[config.mk]
export PLATFORM = sky130hd
export DESIGN_NAME = zero_scan_unit_flat
export DESIGN_NICKNAME = d
export VERILOG_FILES = /design/src/rtl/zero_scan_unit_pkg.sv /design/src/rtl/zero_scan_unit_if.sv /design/src/rtl/zero_scan_unit_chunk_scan.sv /design/src/rtl/zero_scan_unit.sv /design/src/flat_wrapper.sv
export SDC_FILE = /design/constraint.sdc
export NUM_CORES = 1
export LEC_CHECK = 0
export ABC_AREA = 1
export CAP_MARGIN = 0
export CORE_ASPECT_RATIO = 2
export CORE_MARGIN = 2
export CORE_UTILIZATION = 55
export DETAILED_ROUTE_END_ITERATION = 8
export PLACE_DENSITY = 0.8
export SYNTH_ARGS = -nofsm -noshare
export SYNTH_HDL_FRONTEND = slang
export SYNTH_SLANG_ARGS = --single-unit
export TNS_END_PERCENT = 5
[constraint.sdc]
create_clock -name clock -period 5.6 [get_ports clock]
set_input_delay 0.56 -clock clock [delete_from_list [all_inputs] [get_ports clock]]
set_output_delay 0.56 -clock clock [all_outputs]
set_load 0.05 [all_outputs]
[src/rtl/zero_scan_unit_pkg.sv]
// Shared encodings for the zero/ones/leading/trailing scan unit.
// Holds the operating modes, FSM states and the result-width helper.
package zero_scan_unit_pkg;

  typedef enum logic [1:0] {
    MODE_ZERO = 2'b00,
    MODE_ONES = 2'b01,
    MODE_LZC  = 2'b10,
    MODE_TZC  = 2'b11
  } scan_mode_e;

  typedef enum logic [1:0] {
    ST_IDLE = 2'b00,
    ST_SCAN = 2'b01,
    ST_DONE = 2'b10
  } scan_state_e;

  // A count of 0..width needs this many bits.
  function automatic int count_width(input int width);
    return $clog2(width + 1);
  endfunction

endpackage

[src/rtl/zero_scan_unit_if.sv]
// Operand/result handshake bundle for zero_scan_unit.
// The master offers operands and takes results; the unit is the slave.
interface zero_scan_unit_if #(
  parameter int WIDTH = 32
) ();
  localparam int CW = zero_scan_unit_pkg::count_width(WIDTH);

  logic             in_valid;
  logic             in_ready;
  logic [WIDTH-1:0] in_data;
  logic [1:0]       in_mode;
  logic             out_valid;
  logic             out_ready;
  logic             out_flag;
  logic [CW-1:0]    out_count;

  modport master (
    output in_valid, in_data, in_mode, out_ready,
    input  in_ready, out_valid, out_flag, out_count
  );

  modport slave (
    input  in_valid, in_data, in_mode, out_ready,
    output in_ready, out_valid, out_flag, out_count
  );
endinterface

[src/rtl/zero_scan_unit_chunk_scan.sv]
// Combinational summary of one CHUNK-bit slice: popcount, all-zero/all-ones
// and the zero runs measured from either end (CHUNK when the slice is zero).
module chunk_scan #(
  parameter  int CHUNK = 8,
  localparam int PW    = $clog2(CHUNK + 1)
) (
  input  logic [CHUNK-1:0] data,
  output logic [PW-1:0]    pop,
  output logic             all_zero,
  output logic             all_ones,
  output logic [PW-1:0]    lead_zeros,
  output logic [PW-1:0]    trail_zeros
);

  // Later iterations overwrite earlier ones, so the highest set bit wins for
  // the leading run and the lowest set bit wins for the trailing run.
  always_comb begin
    pop         = '0;
    lead_zeros  = PW'(CHUNK);
    trail_zeros = PW'(CHUNK);
    for (int i = 0; i < CHUNK; i++) begin
      pop = pop + PW'(data[i]);
      if (data[i]) lead_zeros = PW'(CHUNK - 1 - i);
    end
    for (int j = CHUNK - 1; j >= 0; j--) begin
      if (data[j]) trail_zeros = PW'(j);
    end
  end

  assign all_zero = ~|data;
  assign all_ones = &data;

endmodule

[src/rtl/zero_scan_unit.sv]
// Multi-cycle zero/ones detect, popcount and leading/trailing zero count.
// Scans one CHUNK per cycle for a fixed N cycles, then holds the result.
module zero_scan_unit
  import zero_scan_unit_pkg::*;
#(
  parameter int WIDTH = 32,
  parameter int CHUNK = 8
) (
  input logic              clock,
  input logic              reset_n,
  zero_scan_unit_if.slave  bus
);

  localparam int N    = WIDTH / CHUNK;
  localparam int CW   = count_width(WIDTH);
  localparam int PW   = $clog2(CHUNK + 1);
  localparam int CNTW = (N > 1) ? $clog2(N) : 1;

  scan_state_e      state_q, state_nxt;
  scan_mode_e       mode_q;
  logic [WIDTH-1:0] shift_q;
  logic [CNTW-1:0]  chunk_idx_q;
  logic [CW-1:0]    count_q, count_nxt;
  logic             flag_q, flag_nxt;
  logic             found_q, found_nxt;
  logic [CW-1:0]    out_count_q;
  logic             out_flag_q;

  logic [CHUNK-1:0] chunk_data;
  logic [PW-1:0]    chunk_pop, chunk_lz, chunk_tz;
  logic             chunk_zero, chunk_ones;
  logic             last_chunk;
  logic             in_ready_c, out_valid_c;

  // Leading-zero mode walks from the MSB end, every other mode from the LSB.
  assign chunk_data = (mode_q == MODE_LZC) ? shift_q[WIDTH-1 -: CHUNK]
                                           : shift_q[CHUNK-1:0];
  assign last_chunk = (chunk_idx_q == CNTW'(N - 1));

  chunk_scan #(.CHUNK(CHUNK)) u_chunk_scan (
    .data        (chunk_data),
    .pop         (chunk_pop),
    .all_zero    (chunk_zero),
    .all_ones    (chunk_ones),
    .lead_zeros  (chunk_lz),
    .trail_zeros (chunk_tz)
  );

  // Zero runs keep growing until the first chunk holding a one, then freeze.
  always_comb begin
    count_nxt = count_q;
    flag_nxt  = flag_q;
    found_nxt = found_q;
    case (mode_q)
      MODE_ZERO: begin
        count_nxt = count_q + CW'(chunk_pop);
        flag_nxt  = flag_q & chunk_zero;
      end
      MODE_ONES: begin
        count_nxt = count_q + CW'(chunk_pop);
        flag_nxt  = flag_q & chunk_ones;
      end
      default: begin
        flag_nxt = flag_q & chunk_zero;
        if (!found_q) begin
          count_nxt = count_q + CW'((mode_q == MODE_LZC) ? chunk_lz : chunk_tz);
          found_nxt = !chunk_zero;
        end
      end
    endcase
  end

  always_ff @(posedge clock or negedge reset_n) begin
    if (!reset_n) state_q <= ST_IDLE;
    else          state_q <= state_nxt;
  end

  always_comb begin
    state_nxt   = state_q;
    in_ready_c  = 1'b0;
    out_valid_c = 1'b0;
    case (state_q)
      ST_IDLE: begin
        in_ready_c = reset_n;
        if (bus.in_valid && in_ready_c) state_nxt = ST_SCAN;
      end
      ST_SCAN: begin
        if (last_chunk) state_nxt = ST_DONE;
      end
      ST_DONE: begin
        out_valid_c = 1'b1;
        if (bus.out_ready) state_nxt = ST_IDLE;
      end
      default: state_nxt = ST_IDLE;
    endcase
  end

  // The published result only changes when a scan completes.
  always_ff @(posedge clock or negedge reset_n) begin
    if (!reset_n) begin
      mode_q      <= MODE_ZERO;
      shift_q     <= '0;
      chunk_idx_q <= '0;
      count_q     <= '0;
      flag_q      <= 1'b0;
      found_q     <= 1'b0;
      out_count_q <= '0;
      out_flag_q  <= 1'b0;
    end else begin
      case (state_q)
        ST_IDLE: begin
          if (bus.in_valid) begin
            shift_q     <= bus.in_data;
            mode_q      <= scan_mode_e'(bus.in_mode);
            chunk_idx_q <= '0;
            count_q     <= '0;
            flag_q      <= 1'b1;
            found_q     <= 1'b0;
          end
        end
        ST_SCAN: begin
          shift_q     <= (mode_q == MODE_LZC) ? (shift_q << CHUNK) : (shift_q >> CHUNK);
          chunk_idx_q <= chunk_idx_q + CNTW'(1);
          count_q     <= count_nxt;
          flag_q      <= flag_nxt;
          found_q     <= found_nxt;
          if (last_chunk) begin
            out_count_q <= count_nxt;
            out_flag_q  <= flag_nxt;
          end
        end
        default: ;
      endcase
    end
  end

  assign bus.in_ready  = in_ready_c;
  assign bus.out_valid = out_valid_c;
  assign bus.out_flag  = out_flag_q;
  assign bus.out_count = out_count_q;

endmodule

[src/flat_wrapper.sv]
// flat-port wrapper written by rule: the top's interface ports become plain ports
module zero_scan_unit_flat import zero_scan_unit_pkg::*;
#(
  parameter int WIDTH = 32,
  parameter int CHUNK = 8
)
  (clock, reset_n, bus_in_valid, bus_in_data, bus_in_mode, bus_out_ready, bus_in_ready, bus_out_valid, bus_out_flag, bus_out_count);
  zero_scan_unit_if #(.WIDTH(WIDTH)) bus_i ();
  input logic clock;
  input logic reset_n;
  input wire logic [$bits(bus_i.in_valid)-1:0] bus_in_valid;
  input wire logic [$bits(bus_i.in_data)-1:0] bus_in_data;
  input wire logic [$bits(bus_i.in_mode)-1:0] bus_in_mode;
  input wire logic [$bits(bus_i.out_ready)-1:0] bus_out_ready;
  output wire logic [$bits(bus_i.in_ready)-1:0] bus_in_ready;
  output wire logic [$bits(bus_i.out_valid)-1:0] bus_out_valid;
  output wire logic [$bits(bus_i.out_flag)-1:0] bus_out_flag;
  output wire logic [$bits(bus_i.out_count)-1:0] bus_out_count;
  assign bus_i.in_valid = bus_in_valid;
  assign bus_i.in_data = bus_in_data;
  assign bus_i.in_mode = bus_in_mode;
  assign bus_i.out_ready = bus_out_ready;
  assign bus_in_ready = bus_i.in_ready;
  assign bus_out_valid = bus_i.out_valid;
  assign bus_out_flag = bus_i.out_flag;
  assign bus_out_count = bus_i.out_count;
  zero_scan_unit #(.WIDTH(WIDTH), .CHUNK(CHUNK)) u_core (.clock(clock), .reset_n(reset_n), .bus(bus_i));
endmodule
==> reports/qor.csv <==
metric,value,unit
number of buffers created by CTS,5,
post-synthesis cell area,3320,µm²
signal arrival time at the worst endpoint,4.87,ns
first-pass iteration count of the detailed router,7,
required time reported for the critical path endpoint,5.76,ns
most instantiated cells after synthesis,"sky130_fd_sc_hd__nand2_1, sky130_fd_sc_hd__inv_1, sky130_fd_sc_hd__dfrtp_1, sky130_fd_sc_hd__a21oi_1, sky130_fd_sc_hd__nor2_1",
Register-to-Register Path Depth,19,
total wire length,7.88,mm
total of warnings raised by yosys,0,
number of diodes added for antenna fixing,0,
cells traversed along the worst timing path,nand2_2 > o21ai_1 > fa_1 > inv_1 > fa_1 > xor2_1 > inv_1 > ha_1 > ha_1 > nand3_1 > nand2_1 > inv_1 > fa_1 > o21a_1 > or2_2 > nand3_1 > nand2_1 > nand2_1 > o21ai_0,
slew of the pin with the lowest slew margin,1.03,ns
Clock Tree Buf Depth,2,
Initial Util,56.3,%
Mean Syn Cell Area,7.64,µm²
area overhead of the layout relative to synthesis,19.4,%
nets@finish,531,
die footprint,6720,µm²
first-pass GRT wire length,13.8,mm
height of the chip,114,µm
portion of the post-synthesis area used by sequential elements,39.9,%
CTS Hold Buffers Added,0,
net count of the mapped netlist,493,
wire length per cell after detailed routing,14.7,µm
share of the cycle needed by the critical path after routing,84.1,%
time the final worst path needs with I/O delays and setup,4.71,ns
number of design rule violations left after detail routing,2,
TritonCTS clock tree,yes,
number of storage elements in the synthesis netlist,53,
status,"finished, violations left",
worst reg2reg path endpoint,u_core.count_q[4],
type of the tightest min-delay check,input pin to asynchronous set/reset pin,
residual antenna-violating net count after detailed routing,0,
Detailed Place HPWL,5.61,mm
number of instances in the synthesized netlist,435,
violated checks,design-rule violations,
clk root buf,sky130_fd_sc_hd__clkbuf_16,
share of Yosys cell area claimed by the top area cell type,39.9,%
port bufs,46,
vias in the first global route,3022,
Total Negative Setup Slacks,0,ns
total grt overflow,0,
row count,40,
register-to-register path setup slack,0.89,ns
share of layout cells above drive strength 1,6.33,%
worst reg2reg path startpoint,u_core.mode_q[1],
"Clk Latency, worst-skew pair",0.30,ns
maximum fanout along the worst path,15,
total I/O pin count,47,
clock net sink count,53,
quantity of gates resized following cts,0,
number of max-cap violations,0,
f_max,212,MHz
Hold Fails Final Rpt,0,
count of distinct cell types in the synthesized netlist,35,
clock skew,0.00617,ns
met1 Track Usage GR,35.9,%
clock transition at the register clock pins on the worst setup and hold paths after CTS,0.07,ns
# Post-CTS Setup Buffers,0,
initial antenna violation count,0,
routed vias/inst,5.62,
final-report setup violation count,0,
cell types with the largest area share after synthesis,"sky130_fd_sc_hd__dfrtp_1, sky130_fd_sc_hd__nand2_1, sky130_fd_sc_hd__a21oi_1",
cell with the largest stage delay on the worst path,sky130_fd_sc_hd__dfrtp_1,
count of vias placed by the detailed router,3016,
final weighted congestion in routability-driven placement,0.883,
total core area,5910,µm²
unrepaired setup endpoints after global routing,no,
number of levels the H-tree was split into,2,
met2 capacity usage during global routing,42.3,%
Relative slew margins,31.0,%
endpoint type of the worst setup path,register,
cell type with the largest total area after synthesis,sky130_fd_sc_hd__dfrtp_1,
DRC marker count from the first detailed-route iteration,191,
biggest cell delay along the critical path,0.57,ns
final max-slew violation count,0,
library cell with the highest instance count after synthesis,sky130_fd_sc_hd__nand2_1,
die outline width,59.0,µm
global router's overall resource usage,26.6,%
largest net degree at the start of global routing,55,
count of flip-flops with a built-in enable after synthesis,0,
predominant post-synthesis flop cell,sky130_fd_sc_hd__dfrtp_1,
launching element type of the critical path,register,
kind of critical path,register to register,
global routing's busiest layer,met2,
share of synthesized registers carrying an async set or reset,100,%
global-route met3 utilization,4.54,%
==> final cells by class <==
class | instances | area [µm²]
Inverter | 66 | 250
Clock buffer | 5 | 125
Sequential cell | 53 | 1330
Clock inverter | 3 | 46.3
Multi-Input combinational cell | 298 | 1670
Tap cell | 63 | 78.8
Timing Repair Buffer | 49 | 478
Fill cell | 501 | 1940
==> per-layer routing <==
metal  up-vias  part of all wire [%]
met5         -                     0
met4         0                   2.2
met3        14                   5.3
met2        91                    49
met1      1405                    43
li1       1506                     -
==> sequential cells by signal, indices dropped and copies added (netlist names) <==
| signal | cells |
|---|---|
| u_core.state_q | 2 |
| u_core.mode_q | 2 |
| u_core.flag_q | 1 |
| u_core.bus.out_count | 6 |
| u_core.shift_q | 32 |
| u_core.found_q | 1 |
| u_core.chunk_idx_q | 2 |
| u_core.count_q | 6 |
| u_core.bus.out_flag | 1 |
==> worst max-delay path: cells and delay by family (launching register included) <==
kind / cells / cell delay (ns)
compound gates: 3 / 0.75
xor+xnor: 1 / 0.18
fa+ha+maj: 5 / 1.88
buf+inv: 3 / 0.20
flops: 1 / 0.57
simple gates: 7 / 1.00
==> placed cells by master, fill, tap and decap left out, drive strengths merged, types with 2 or more instances in the layout <==
cell           count
nand2             98
inv               66
dfrtp             53
a21oi             46
clkdlybuf4s50     45
nor2              40
o21ai             35
a22oi             25
ha                16
nand3             12
o211ai             6
clkbuf             5
fa                 4
buf                4
xor2               2
o22ai              2
a22o               2
a2bb2oi            2
==> per-stage QoR <==
step	hold WS (ns)	utilization, %	setup WS, ns	area [µm²]	cells
CTS	0.410	67.2	0.881	3970	537
floorplan	0.264	-	1.38	3320	435
detailed placement	0.468	64.3	0.895	3800	529
global route	0.465	67.2	0.462	3970	537
global placement	0.468	64.3	1.02	3800	529
finish	0.370	67.2	0.891	3970	537
==> cell families after synthesis <==
| logic type | count (synthesis) | synth area share, % |
|---|---|---|
| compound gates | 122 | 22.0 |
| simple gates | 154 | 18.9 |
| fa+ha+maj | 20 | 8.43 |
| flops | 53 | 39.9 |
| buf+inv | 84 | 10.2 |
| xor+xnor | 2 | 0.527 |
==> how the worst max path moves through the flow <==
stage | start | cells past startpoint | slack [ns] | end
2_1_floorplan | u_core.mode_q[1] | 22 | 1.38 | u_core.count_q[4]
3_3_place_gp | u_core.mode_q[1] | 19 | 1.02 | u_core.count_q[4]
3_5_place_dp | u_core.mode_q[1] | 19 | 0.89 | u_core.count_q[4]
4_1_cts | u_core.mode_q[1] | 19 | 0.88 | u_core.count_q[4]
5_1_grt | u_core.mode_q[1] | 20 | 0.46 | u_core.count_q[4]
6_report | u_core.mode_q[1] | 19 | 0.89 | u_core.count_q[4]
Power is left out: the tool's default activity adds up to more than one toggle a clock period on the data nets, which glitch-free logic cannot reach.
